**src/rtl/hexa_pkg.sv**
```systemverilog
// ============================================================================
//  Module   : hexa_pkg
//  Purpose  : Shared types and constants for the hexa router and its PE injector.
//  Revision : 1.0 - initial release
// ============================================================================
`default_nettype none

package hexa_pkg;

   // Router port indices
   localparam int c_PORT_XPOS = 0;
   localparam int c_PORT_XNEG = 1;
   localparam int c_PORT_YPOS = 2;
   localparam int c_PORT_YNEG = 3;
   localparam int c_PORT_PE   = 4;

   // Header flit layout
   localparam int c_HDR_W      = 32;
   localparam int c_COORD_W    = 4;
   localparam int c_LEN_W      = 3;
   localparam int c_HDR_DX_LSB = 28;
   localparam int c_HDR_DY_LSB = 24;
   localparam int c_HDR_SX_LSB = 20;
   localparam int c_HDR_SY_LSB = 16;
   localparam int c_HDR_LEN_LSB = 13;

   // Differential strobe encodings, {p, n}
   localparam logic [1:0] c_DP_VALID = 2'b10;
   localparam logic [1:0] c_DP_IDLE  = 2'b01;

   typedef enum logic [1:0] {
      ST_IDLE    = 2'd0,
      ST_HEADER  = 2'd1,
      ST_PAYLOAD = 2'd2
   } inj_state_t;

   function automatic logic [c_HDR_W-1:0] build_header(
      input logic [c_COORD_W-1:0] dx,
      input logic [c_COORD_W-1:0] dy,
      input logic [c_COORD_W-1:0] sx,
      input logic [c_COORD_W-1:0] sy,
      input logic [c_LEN_W-1:0]   len
   );
      logic [c_HDR_W-1:0] h;
      h = '0;
      h[c_HDR_DX_LSB  +: c_COORD_W] = dx;
      h[c_HDR_DY_LSB  +: c_COORD_W] = dy;
      h[c_HDR_SX_LSB  +: c_COORD_W] = sx;
      h[c_HDR_SY_LSB  +: c_COORD_W] = sy;
      h[c_HDR_LEN_LSB +: c_LEN_W]   = len;
      return h;
   endfunction

endpackage

`default_nettype wire

```
**src/rtl/hexa_pe_injector_if.sv**
```systemverilog
// ============================================================================
//  Module   : hexa_pe_injector_if
//  Purpose  : PE descriptor/payload handshakes plus the router input channel.
//  Revision : 1.0 - initial release
// ============================================================================
`default_nettype none

interface hexa_pe_injector_if
   import hexa_pkg::*;
#(
   parameter int CHANNEL_WIDTH = 32
);
   logic                     pe_valid;
   logic                     pe_ready;
   logic [c_COORD_W-1:0]     pe_dest_x;
   logic [c_COORD_W-1:0]     pe_dest_y;
   logic [c_LEN_W-1:0]       pe_len;
   logic [CHANNEL_WIDTH-1:0] pe_data;
   logic                     pe_data_valid;
   logic                     pe_data_ready;
   logic                     credit_in;
   logic [CHANNEL_WIDTH-1:0] channel_out;
   logic                     diff_pair_p;
   logic                     diff_pair_n;
   logic                     busy;
   logic                     credit_err;

   // Injector side
   modport slave (
      input  pe_valid, pe_dest_x, pe_dest_y, pe_len,
      input  pe_data, pe_data_valid, credit_in,
      output pe_ready, pe_data_ready, channel_out,
      output diff_pair_p, diff_pair_n, busy, credit_err
   );

   // PE / router side
   modport master (
      output pe_valid, pe_dest_x, pe_dest_y, pe_len,
      output pe_data, pe_data_valid, credit_in,
      input  pe_ready, pe_data_ready, channel_out,
      input  diff_pair_p, diff_pair_n, busy, credit_err
   );

endinterface

`default_nettype wire

```
**src/rtl/hexa_credit_counter.sv**
```systemverilog
// ============================================================================
//  Module   : hexa_credit_counter
//  Purpose  : Credit tracker for one router output; saturates with sticky overflow.
//  Revision : 1.0 - initial release
// ============================================================================
`default_nettype none

module hexa_credit_counter #(
   parameter int DEPTH = 4
) (
   input  wire logic                         clk,
   input  wire logic                         rst,
   input  wire logic                         consume,
   input  wire logic                         credit_in,
   output logic [$clog2(DEPTH+1)-1:0]        count,
   output logic                              has_credit,
   output logic                              overflow
);

   localparam int                c_CW   = $clog2(DEPTH + 1);
   localparam logic [c_CW-1:0]   c_FULL = c_CW'(DEPTH);
   localparam logic [c_CW-1:0]   c_ONE  = c_CW'(1);

   logic [c_CW-1:0] r_count;
   logic            r_overflow;

   always_ff @(posedge clk) begin
      if (rst) begin
         r_count    <= c_FULL;
         r_overflow <= 1'b0;
      end else begin
         // A spend and a return in the same cycle cancel out
         case ({consume, credit_in})
            2'b10:   r_count <= r_count - c_ONE;
            2'b01: begin
               if (r_count == c_FULL) begin
                  r_overflow <= 1'b1;
               end else begin
                  r_count <= r_count + c_ONE;
               end
            end
            default: r_count <= r_count;
         endcase
      end
   end

   assign count      = r_count;
   assign has_credit = (r_count != '0);
   assign overflow   = r_overflow;

endmodule

`default_nettype wire

```
**src/rtl/hexa_pe_injector.sv**
```systemverilog
// ============================================================================
//  Module   : hexa_pe_injector
//  Purpose  : Builds header + payload flits from PE descriptors for router port 4.
//  Revision : 1.0 - initial release
// ============================================================================
`default_nettype none

module hexa_pe_injector
   import hexa_pkg::*;
#(
   parameter int XCOR          = 2,
   parameter int YCOR          = 2,
   parameter int CHANNEL_WIDTH = 32,
   parameter int BUFFER_DEPTH  = 4
) (
   input  wire logic        clk,
   input  wire logic        rst,
   hexa_pe_injector_if.slave bus
);

   localparam int c_CW = $clog2(BUFFER_DEPTH + 1);
   localparam logic [c_COORD_W-1:0] c_SX = c_COORD_W'(XCOR);
   localparam logic [c_COORD_W-1:0] c_SY = c_COORD_W'(YCOR);
   localparam logic [c_LEN_W-1:0]   c_LEN_ONE = c_LEN_W'(1);

   inj_state_t r_state;
   inj_state_t w_state_nxt;

   logic [c_COORD_W-1:0]     r_dest_x;
   logic [c_COORD_W-1:0]     r_dest_y;
   logic [c_LEN_W-1:0]       r_len;
   logic [c_LEN_W-1:0]       r_remaining;
   logic [CHANNEL_WIDTH-1:0] r_channel;
   logic [1:0]               r_dp;

   logic [c_CW-1:0]          w_count;
   logic                     w_has_credit;
   logic                     w_overflow;
   logic                     w_desc_hs;
   logic                     w_emit_hdr;
   logic                     w_emit_pay;
   logic                     w_consume;
   logic [CHANNEL_WIDTH-1:0] w_header;

   hexa_credit_counter #(
      .DEPTH (BUFFER_DEPTH)
   ) u_credit (
      .clk        (clk),
      .rst        (rst),
      .consume    (w_consume),
      .credit_in  (bus.credit_in),
      .count      (w_count),
      .has_credit (w_has_credit),
      .overflow   (w_overflow)
   );

   assign w_header  = CHANNEL_WIDTH'(build_header(r_dest_x, r_dest_y, c_SX, c_SY, r_len));
   assign w_consume = w_emit_hdr | w_emit_pay;

   always_ff @(posedge clk) begin
      if (rst) begin
         r_state <= ST_IDLE;
      end else begin
         r_state <= w_state_nxt;
      end
   end

   // Ready outputs depend only on state and credit, never on the valids
   always_comb begin
      w_state_nxt       = r_state;
      bus.pe_ready      = 1'b0;
      bus.pe_data_ready = 1'b0;
      w_desc_hs         = 1'b0;
      w_emit_hdr        = 1'b0;
      w_emit_pay        = 1'b0;
      case (r_state)
         ST_IDLE: begin
            bus.pe_ready = 1'b1;
            if (bus.pe_valid) begin
               w_desc_hs   = 1'b1;
               w_state_nxt = ST_HEADER;
            end
         end
         ST_HEADER: begin
            if (w_has_credit) begin
               w_emit_hdr  = 1'b1;
               w_state_nxt = (r_len != '0) ? ST_PAYLOAD : ST_IDLE;
            end
         end
         ST_PAYLOAD: begin
            bus.pe_data_ready = w_has_credit;
            if (bus.pe_data_valid && w_has_credit) begin
               w_emit_pay = 1'b1;
               if (r_remaining == c_LEN_ONE) begin
                  w_state_nxt = ST_IDLE;
               end
            end
         end
         default: w_state_nxt = ST_IDLE;
      endcase
   end

   always_ff @(posedge clk) begin
      if (rst) begin
         r_dest_x    <= '0;
         r_dest_y    <= '0;
         r_len       <= '0;
         r_remaining <= '0;
      end else begin
         if (w_desc_hs) begin
            r_dest_x    <= bus.pe_dest_x;
            r_dest_y    <= bus.pe_dest_y;
            r_len       <= bus.pe_len;
            r_remaining <= bus.pe_len;
         end else if (w_emit_pay) begin
            r_remaining <= r_remaining - c_LEN_ONE;
         end
      end
   end

   // Flits are registered: visible for exactly the cycle after emission
   always_ff @(posedge clk) begin
      if (rst) begin
         r_channel <= '0;
         r_dp      <= c_DP_IDLE;
      end else begin
         if (w_emit_hdr) begin
            r_channel <= w_header;
            r_dp      <= c_DP_VALID;
         end else if (w_emit_pay) begin
            r_channel <= bus.pe_data;
            r_dp      <= c_DP_VALID;
         end else begin
            r_dp      <= c_DP_IDLE;
         end
         if (w_consume) begin
            assert (w_count != '0);
         end
      end
   end

   assign bus.channel_out = r_channel;
   assign bus.diff_pair_p = r_dp[1];
   assign bus.diff_pair_n = r_dp[0];
   assign bus.busy        = (r_state != ST_IDLE);
   assign bus.credit_err  = w_overflow;

endmodule

`default_nettype wire

```
**src/flat_wrapper.sv**
```systemverilog
// flat-port wrapper written by rule: the top's interface ports become plain ports
module hexa_pe_injector_flat import hexa_pkg::*;
#(
   parameter int XCOR          = 2,
   parameter int YCOR          = 2,
   parameter int CHANNEL_WIDTH = 32,
   parameter int BUFFER_DEPTH  = 4
)
  (clk, rst, bus_pe_valid, bus_pe_dest_x, bus_pe_dest_y, bus_pe_len, bus_pe_data, bus_pe_data_valid, bus_credit_in, bus_pe_ready, bus_pe_data_ready, bus_channel_out, bus_diff_pair_p, bus_diff_pair_n, bus_busy, bus_credit_err);
  hexa_pe_injector_if #(.CHANNEL_WIDTH(CHANNEL_WIDTH)) bus_i ();
  input  wire logic clk;
  input  wire logic rst;
  input wire logic [$bits(bus_i.pe_valid)-1:0] bus_pe_valid;
  input wire logic [$bits(bus_i.pe_dest_x)-1:0] bus_pe_dest_x;
  input wire logic [$bits(bus_i.pe_dest_y)-1:0] bus_pe_dest_y;
  input wire logic [$bits(bus_i.pe_len)-1:0] bus_pe_len;
  input wire logic [$bits(bus_i.pe_data)-1:0] bus_pe_data;
  input wire logic [$bits(bus_i.pe_data_valid)-1:0] bus_pe_data_valid;
  input wire logic [$bits(bus_i.credit_in)-1:0] bus_credit_in;
  output wire logic [$bits(bus_i.pe_ready)-1:0] bus_pe_ready;
  output wire logic [$bits(bus_i.pe_data_ready)-1:0] bus_pe_data_ready;
  output wire logic [$bits(bus_i.channel_out)-1:0] bus_channel_out;
  output wire logic [$bits(bus_i.diff_pair_p)-1:0] bus_diff_pair_p;
  output wire logic [$bits(bus_i.diff_pair_n)-1:0] bus_diff_pair_n;
  output wire logic [$bits(bus_i.busy)-1:0] bus_busy;
  output wire logic [$bits(bus_i.credit_err)-1:0] bus_credit_err;
  assign bus_i.pe_valid = bus_pe_valid;
  assign bus_i.pe_dest_x = bus_pe_dest_x;
  assign bus_i.pe_dest_y = bus_pe_dest_y;
  assign bus_i.pe_len = bus_pe_len;
  assign bus_i.pe_data = bus_pe_data;
  assign bus_i.pe_data_valid = bus_pe_data_valid;
  assign bus_i.credit_in = bus_credit_in;
  assign bus_pe_ready = bus_i.pe_ready;
  assign bus_pe_data_ready = bus_i.pe_data_ready;
  assign bus_channel_out = bus_i.channel_out;
  assign bus_diff_pair_p = bus_i.diff_pair_p;
  assign bus_diff_pair_n = bus_i.diff_pair_n;
  assign bus_busy = bus_i.busy;
  assign bus_credit_err = bus_i.credit_err;
  hexa_pe_injector #(.XCOR(XCOR), .YCOR(YCOR), .CHANNEL_WIDTH(CHANNEL_WIDTH), .BUFFER_DEPTH(BUFFER_DEPTH)) u_core (.clk(clk), .rst(rst), .bus(bus_i));
endmodule
```
**config.mk**
```make
export PLATFORM = sky130hd
export DESIGN_NAME = hexa_pe_injector_flat
export DESIGN_NICKNAME = d
export VERILOG_FILES = /design/src/rtl/hexa_pkg.sv /design/src/rtl/hexa_pe_injector_if.sv /design/src/rtl/hexa_credit_counter.sv /design/src/rtl/hexa_pe_injector.sv /design/src/flat_wrapper.sv
export SDC_FILE = /design/constraint.sdc
export NUM_CORES = 1
export LEC_CHECK = 0
export ABC_AREA = 1
export ABC_CLOCK_PERIOD_IN_PS = 3070
export CAP_MARGIN = 10
export CORE_UTILIZATION = 47
export CTS_CLUSTER_SIZE = 30
export DETAILED_ROUTE_END_ITERATION = 6
export PLACE_DENSITY = 0.85
export SYNTH_ARGS = -nofsm -noshare
export SYNTH_HDL_FRONTEND = slang
export SYNTH_HIERARCHICAL = 1
export SYNTH_SLANG_ARGS = --single-unit
```
**constraint.sdc**
```tcl
create_clock -name clk -period 3.07 [get_ports clk]
set_input_delay 0.307 -clock clk [delete_from_list [all_inputs] [get_ports clk]]
set_output_delay 0.307 -clock clk [all_outputs]
set_load 0.05 [all_outputs]
```
==> run metrics, run 1 <==
result of the run finished, final reports clean; Max IR drop VDD approximately 0.28 mV; clock sink count 54; normalized max-slew margin 54.38%; power share of the clock group 28.1%; endpoint class of the critical path register; average footprint of a synthesized cell 7.220 sq um; endpoint of the worst-slack reg-to-reg timing path u_core/u_credit/count[2]; total inserted antenna cells 0; placeable core area around 4500 sq um; Worst Tran Pin Value 0.6827 ns; post-route cell area 3246 sq um; Initial Utilization roughly half; power per cell area approximately 520 nW/um^2; die width 71.46 microns; standard-cell row count 24; area of the mapped netlist 2267 sq um; async set or reset register ratio after synthesis 0%; # setup viols final 0; Net Count, Synth around 370; count of hold buffers inserted by post-cts repair 0; Sum Neg Setup Slack 0 ns; Data required, critical path 3.26 ns; area share of the leading cell type in the synthesized netlist 47.68%; unrepaired setup endpoints after global routing no; Cells after Synth 314; maximum number of buffers from clock root to sink 2; worst min-delay path startpoint u_core/r_dest_x[3]; proportion of power drawn by flip-flops and latches 46.1%; DIE HEIGHT 71.46 microns; detail-routed net length per standard cell 12.11 microns; sequential-to-total area share from yosys stat 47.68%; kind of path behind the tightest hold check register to register; minimum setup slack among reg-to-reg paths 0.59 ns; Area contributors post-synth sky130_fd_sc_hd__dfxtp_1, sky130_fd_sc_hd__nand2_1, sky130_fd_sc_hd__a21oi_1; synth warn 6; DRC violation count after routing 0; fmax 403.8 MHz; internal power of the cells 0.001181 W; worst-case hold path end point u_core/r_dest_x[3]; Clk pin slew, worst setup/hold paths around 0.09 ns; routed vias/inst 4.971; total track usage 21.53%; most common cell in the netlist sky130_fd_sc_hd__nand2_1; Final Hold Vio Count 0; global-route congestion overflow total 0; antenna violations before repair 0; TritonCTS clock tree built; switching part of the total power 30.25%; clock latency of the later-clocked register in the worst-skew pair 0.30 ns; post-synthesis register bit count 54; vias 2,222; power share of the combinational group about a quarter; skew final 0.004444 ns; Max-cap violations 0; leak pwr between 1 and 1.5 nW; # placed instances 440; DR pass1 iterations 5; Final Net Count 446; Boundary Pins 86; detailed router's first-iteration violation count around 130; Setup CP Type register to register; number of cells on the worst reg-to-reg path 15; DRT Wirelength 5414 microns; number of global-route vias before repair 2,002; number of enable-type register cells in the synthesized netlist 0; count of buffers inserted at the top-level ports 85; Min Clock Period, post-route between 2 and 2.5 ns; arrival time worst endpoint 2.66 ns; top cells by count, synth sky130_fd_sc_hd__nand2_1, sky130_fd_sc_hd__dfxtp_1, sky130_fd_sc_hd__a21oi_1, sky130_fd_sc_hd__inv_1, sky130_fd_sc_hd__o21ai_0; number of standard cells in the layout, taps in and fillers out 447; Worst Path Max Fanout 23; full die area 5106 sq um; number of cells on the worst hold path 2; CTS buffer count 5; max-slew violations 0; type of element launching the critical path register; global placement routability congestion 0.8832; Layout area overhead 43.16%; largest net degree at the start of global routing 27; final antenna-violating net count 0; Design Power 0.001693 W; number of post-CTS setup repair buffers 0; PostCTS Resize Cnt 0; most common flop cell mapped by yosys sky130_fd_sc_hd__dfxtp_1; number of library cell types mapped by synthesis 20; share of post-route cells with drive strength above 1 6.076%; count of H-tree levels built during CTS 2; Area after DPL 3133 sq um; detailed placement HPWL 3839 microns; net switching component of the power 0.0005121 W; buffer cell driving the clock tree root sky130_fd_sc_hd__clkbuf_8; FF-to-FF Start u_core/u_credit/count[0]; wire length of the first global-routing pass around 8600 microns; Period Utilization, post-route roughly 81%; leading area contributor after synthesis sky130_fd_sc_hd__dfxtp_1
cells in the final DEF, fill, tap and decap left out:
| master | instances |
|---|---|
| sky130_fd_sc_hd__nor2_1 | 15 |
| sky130_fd_sc_hd__o21ai_0 | 20 |
| sky130_fd_sc_hd__fa_1 | 1 |
| sky130_fd_sc_hd__nand2_2 | 3 |
| sky130_fd_sc_hd__clkbuf_8 | 6 |
| sky130_fd_sc_hd__bufinv_16 | 1 |
| sky130_fd_sc_hd__inv_4 | 1 |
| sky130_fd_sc_hd__a21oi_1 | 35 |
| sky130_fd_sc_hd__inv_1 | 28 |
| sky130_fd_sc_hd__inv_2 | 4 |
| sky130_fd_sc_hd__nand2_1 | 113 |
| sky130_fd_sc_hd__buf_4 | 3 |
| sky130_fd_sc_hd__nor2_2 | 2 |
| sky130_fd_sc_hd__ha_1 | 2 |
| sky130_fd_sc_hd__nand3_1 | 14 |
| sky130_fd_sc_hd__clkdlybuf4s50_1 | 85 |
| sky130_fd_sc_hd__nand4_1 | 2 |
| sky130_fd_sc_hd__dfxtp_1 | 54 |
| sky130_fd_sc_hd__nand2_4 | 2 |
| sky130_fd_sc_hd__nand3_4 | 2 |
| sky130_fd_sc_hd__nand3b_1 | 2 |
per-layer routing:
layer / global-route usage (%) / vias to the layer above / wire length, microns
met5: 0 / - / 0
met4: 6.754 / 0 / 36
met3: 5.907 / 2 / 312
met2: 38.84 / 70 / 2720
met1: 24.80 / 1010 / 2344
li1: - / 1140 / -
critical path: stages, from the launching register on:
cell,delay (ns)
sky130_fd_sc_hd__dfxtp_1,0.34
sky130_fd_sc_hd__inv_1,0.15
sky130_fd_sc_hd__nand3_1,0.23
sky130_fd_sc_hd__nand2_1,0.17
sky130_fd_sc_hd__inv_1,0.09
sky130_fd_sc_hd__nand2_2,0.35
sky130_fd_sc_hd__nand2_2,0.17
sky130_fd_sc_hd__inv_2,0.10
sky130_fd_sc_hd__nand2_4,0.07
sky130_fd_sc_hd__fa_1,0.36
sky130_fd_sc_hd__inv_1,0.08
sky130_fd_sc_hd__nor2_1,0.04
sky130_fd_sc_hd__nand2_1,0.06
sky130_fd_sc_hd__nand2_1,0.05
sky130_fd_sc_hd__nand2_1,0.05
sky130_fd_sc_hd__nand3_1,0.05
power groups by stage:
stage          logic [W]  clock network [W]  registers [W]
2_1_floorplan   0.000206                  0       0.000871
3_5_place_dp    0.000435                  0       0.000797
6_report        0.000437           0.000475       0.000781
5_1_grt         0.000476           0.000507       0.000786
3_3_place_gp    0.000426                  0       0.000795
4_1_cts         0.000439           0.000485       0.000781
metrics by stage:
step | util [%] | hold WS, ns | worst slack [ns]
detailed placement | 69.56 | 0.4404 | 0.6195
global placement | 69.56 | 0.4355 | 0.6848
CTS | 72.06 | 0.4563 | 0.6048
floorplan | - | 0.3761 | 1.151
finish | 72.06 | 0.4556 | 0.5932
global route | 72.06 | 0.4631 | 0.3824
worst max path at each step:
stage | startpoint | end | slack, ns | cells past startpoint
global route | u_core/u_credit/count[0] | u_core/u_credit/count[2] | 0.38 | 15
detailed placement | u_core/u_credit/count[0] | u_core/u_credit/count[2] | 0.62 | 15
finish | u_core/u_credit/count[0] | u_core/u_credit/count[2] | 0.59 | 15
floorplan | u_core/u_credit/count[0] | u_core/u_credit/count[2] | 1.15 | 15
CTS | u_core/u_credit/count[0] | u_core/u_credit/count[2] | 0.60 | 15
global placement | bus_pe_data_valid | u_core/u_credit/count[2] | 0.68 | 14
logic make-up (layout without fill, tap and decap cells):
group / after synthesis / in the layout / synth area share (%)
AO/OA/AOI/OAI: 55 / 55 / 12.14
adder cells (fa/ha/maj): 3 / 3 / 1.987
buffers and inverters: 47 / 128 / 8.775
flip-flops: 54 / 54 / 47.68
AND/OR/NAND/NOR: 155 / 155 / 29.41
flip-flops by register name, indices dropped and copies added (netlist names):
signal and count:
u_core/r_len 3, u_core/r_dest_y 4, u_core/r_dest_x 4, u_core/bus.channel_out 32, u_core/u_credit/overflow 1, u_core/u_credit/count 3
u_core/r_dp 2, u_core/r_state 2, u_core/r_remaining 3
cell type report:
cell class | instances | area, sq um
clock buffers | 6 | 82.58
clock inverters | 1 | 30.03
fillers | 371 | 1259
inverters | 33 | 126.4
multi-input cells | 213 | 987.2
flip-flops and latches | 54 | 1081
well taps | 52 | 65.06
repair buffers | 88 | 873.3
Note: power is estimated with default switching activity, not from simulation.
==> inputs of run 2 (changes only) <==
--- a/config.mk
+++ b/config.mk
@@ -6,12 +6,12 @@
 export NUM_CORES = 1
 export LEC_CHECK = 0
 export ABC_AREA = 1
-export ABC_CLOCK_PERIOD_IN_PS = 3070
+export ABC_CLOCK_PERIOD_IN_PS = 2300
 export CAP_MARGIN = 10
-export CORE_UTILIZATION = 47
+export CORE_UTILIZATION = 44
 export CTS_CLUSTER_SIZE = 30
 export DETAILED_ROUTE_END_ITERATION = 6
-export PLACE_DENSITY = 0.85
+export PLACE_DENSITY = 0.8
 export SYNTH_ARGS = -nofsm -noshare
 export SYNTH_HDL_FRONTEND = slang
 export SYNTH_HIERARCHICAL = 1
==> constraint.sdc (replaced) <==
create_clock -name clk -period 2.3 [get_ports clk]
set_input_delay 0.23 -clock clk [delete_from_list [all_inputs] [get_ports clk]]
set_output_delay 0.23 -clock clk [all_outputs]
set_load 0.05 [all_outputs]
==> run 2 against run 1 <==
  * Cell count is 4.5% higher
  * Via count is 0.99% higher
  * Total power is 28% higher
  * Worst setup slack worse by 0.40 ns
  * Hold slack worse by 0.0049 ns
  * Sequential share of layout area is 0.31 points lower
  * Register-to-register slack worse by 0.37 ns
  * Sequential power is 33% higher
  * Critical path depth is 12 lower
  * Count of clock-buffer cells in the layout is 1 higher
  * Clock skew is 0.0025 ns higher
==> run metrics, run 2 (same netlist as run 1, synthesis figures left out) <==
Setup CP Type register to primary output; number of post-CTS setup repair buffers 0; arrival time worst endpoint roughly 1.9 ns; type of element launching the critical path register; fmax 475.2 MHz; TritonCTS clock tree built; DRC violation count after routing 0; count of hold buffers inserted by post-cts repair 0; number of cells on the worst hold path 2; Period Utilization, post-route 91.49%; DRT Wirelength 5408 microns; most frequent cells in the layout sky130_fd_sc_hd__nand2_1, sky130_fd_sc_hd__clkdlybuf4s50_1, sky130_fd_sc_hd__dfxtp_1; PostCTS Resize Cnt 0; total track usage 20.26%; Data required, critical path around 2.1 ns; worst min-delay path startpoint u_core/bus.channel_out[28]; wire length of the first global-routing pass roughly 8500 microns; global routing usage on met3 4.390%; fraction of the core area covered by cells at the end of the flow 67.56%; Clk pin slew, worst setup/hold paths 0.09 ns; global-route congestion overflow total 0; flip-flop count of the largest register, all copies and words added 32; maximum number of buffers from clock root to sink 2; Initial Utilization between 40 and 50%; unrepaired setup endpoints after global routing no; standard-cell row count 25; global placement routability congestion around 0.86; Layout area overhead 44.48%; count of H-tree levels built during CTS 2; number of standard cells in the layout, taps in and fillers out 467; placeable core area 4848 sq um; cells traversed along the worst timing path inv_2 > nand2_1 > clkdlybuf4s50_1; Worst Path Max Fanout 8; normalized max-slew margin between 50 and 60%; die width 73.78 microns; met2 Use GR 35.37%; power per cell area 662.5 nW/um^2; FF-to-FF Start u_core/u_credit/count[0]; CTS buffer count 5; max-slew violations 0; count of buffers inserted at the top-level ports 85; Worst path slowest cell sky130_fd_sc_hd__clkdlybuf4s50_1; most common cell after layout, fill and taps aside sky130_fd_sc_hd__nand2_1; antenna violations before repair 0; final antenna-violating net count 0; detailed router's first-iteration violation count 155; # setup viols final 0; Final Hold Vio Count 0; Worst Tran Pin Value 0.6798 ns; Design Power 0.002170 W; clock latency of the later-clocked register in the worst-skew pair 0.30 ns; global-route met1 utilization between 20% and 30%; skew final 0.006986 ns; # placed instances 459; Max IR drop VDD 0.5179 mV; vias 2,244; number of cells on the worst reg-to-reg path 13; endpoint of the worst-slack reg-to-reg timing path u_core/u_credit/count[2]; DIE HEIGHT 73.78 microns; total inserted antenna cells 0; buffer cell driving the clock tree root sky130_fd_sc_hd__clkbuf_8; Sum Neg Setup Slack 0 ns; DR pass1 iterations 4; number of global-route vias before repair 2,013; detail-routed net length per standard cell 11.58 microns; full die area ~5400 sq um; most used routing layer in global routing met2; largest net degree at the start of global routing 26; minimum setup slack among reg-to-reg paths 0.22 ns; Min Clock Period, post-route 2.104 ns; routed vias/inst 4.805; Boundary Pins 86; result of the run finished, final reports clean; Final Net Count 450; share of post-route cells with drive strength above 1 between 7 and 8%; endpoint class of the critical path primary output; clock sink count 54; kind of path behind the tightest hold check register to register; worst-case hold path end point u_core/bus.channel_out[28]; worst stage delay on the critical path 0.82 ns; Max-cap violations 0; leak pwr around 1.4 nW; detailed placement HPWL 3910 microns
## run 2: critical path, delay by kind of cell (launching register included)
kind / cells / cell delay (ns)
and+or+nand+nor: 1 / 0.12
buffers and inverters: 2 / 0.92
DFF: 1 / 0.54
## run 2: cell type report
type / instances / area (sq um)
well taps: 67 / 83.83
flip-flops and latches: 54 / 1081
clock buffers: 7 / 86.33
inverters: 33 / 126.4
clock inverters: 1 / 5.005
fillers: 431 / 1573
multi-input cells: 213 / 992.2
repair buffers: 92 / 900.9
## run 2: routing by layer
| layer | up-vias | part of all wire (%) |
|---|---|---|
| met3 | 10 | 6.1 |
| met1 | 1006 | 44 |
| met4 | 0 | 1.7 |
| met5 | - | 0 |
| met2 | 79 | 48 |
| li1 | 1149 | - |
## run 2: where the power goes
group / switching [W] / internal, W
clock network: 0.000293 / 0.000243
logic: 0.000360 / 0.000231
registers: 0.0000401 / 0.00100
## run 2: through the flow
stage                     hold WS [ns]  setup WS [ns]  cell area [sq um]
after CTS                       0.4557         0.1706               3271
final                           0.4507         0.1957               3276
after detailed placement        0.4379         0.1733               3179
after floorplan                 0.2991         0.3813               2267
after global placement          0.4352         0.2999               3179
after global routing            0.4712        0.04875               3276
## run 2: worst max-delay path by stage
stage                             startpoint                       end  slack [ns]
global route        u_core/u_credit/count[0]  u_core/u_credit/count[2]        0.05
floorplan           u_core/u_credit/count[0]  u_core/u_credit/count[2]        0.38
CTS                 u_core/u_credit/count[0]  u_core/u_credit/count[2]        0.17
detailed placement  u_core/u_credit/count[0]  u_core/u_credit/count[2]        0.17
finish                     u_core/r_state[0]                  bus_busy        0.20
global placement    u_core/u_credit/count[0]  u_core/u_credit/count[2]        0.30
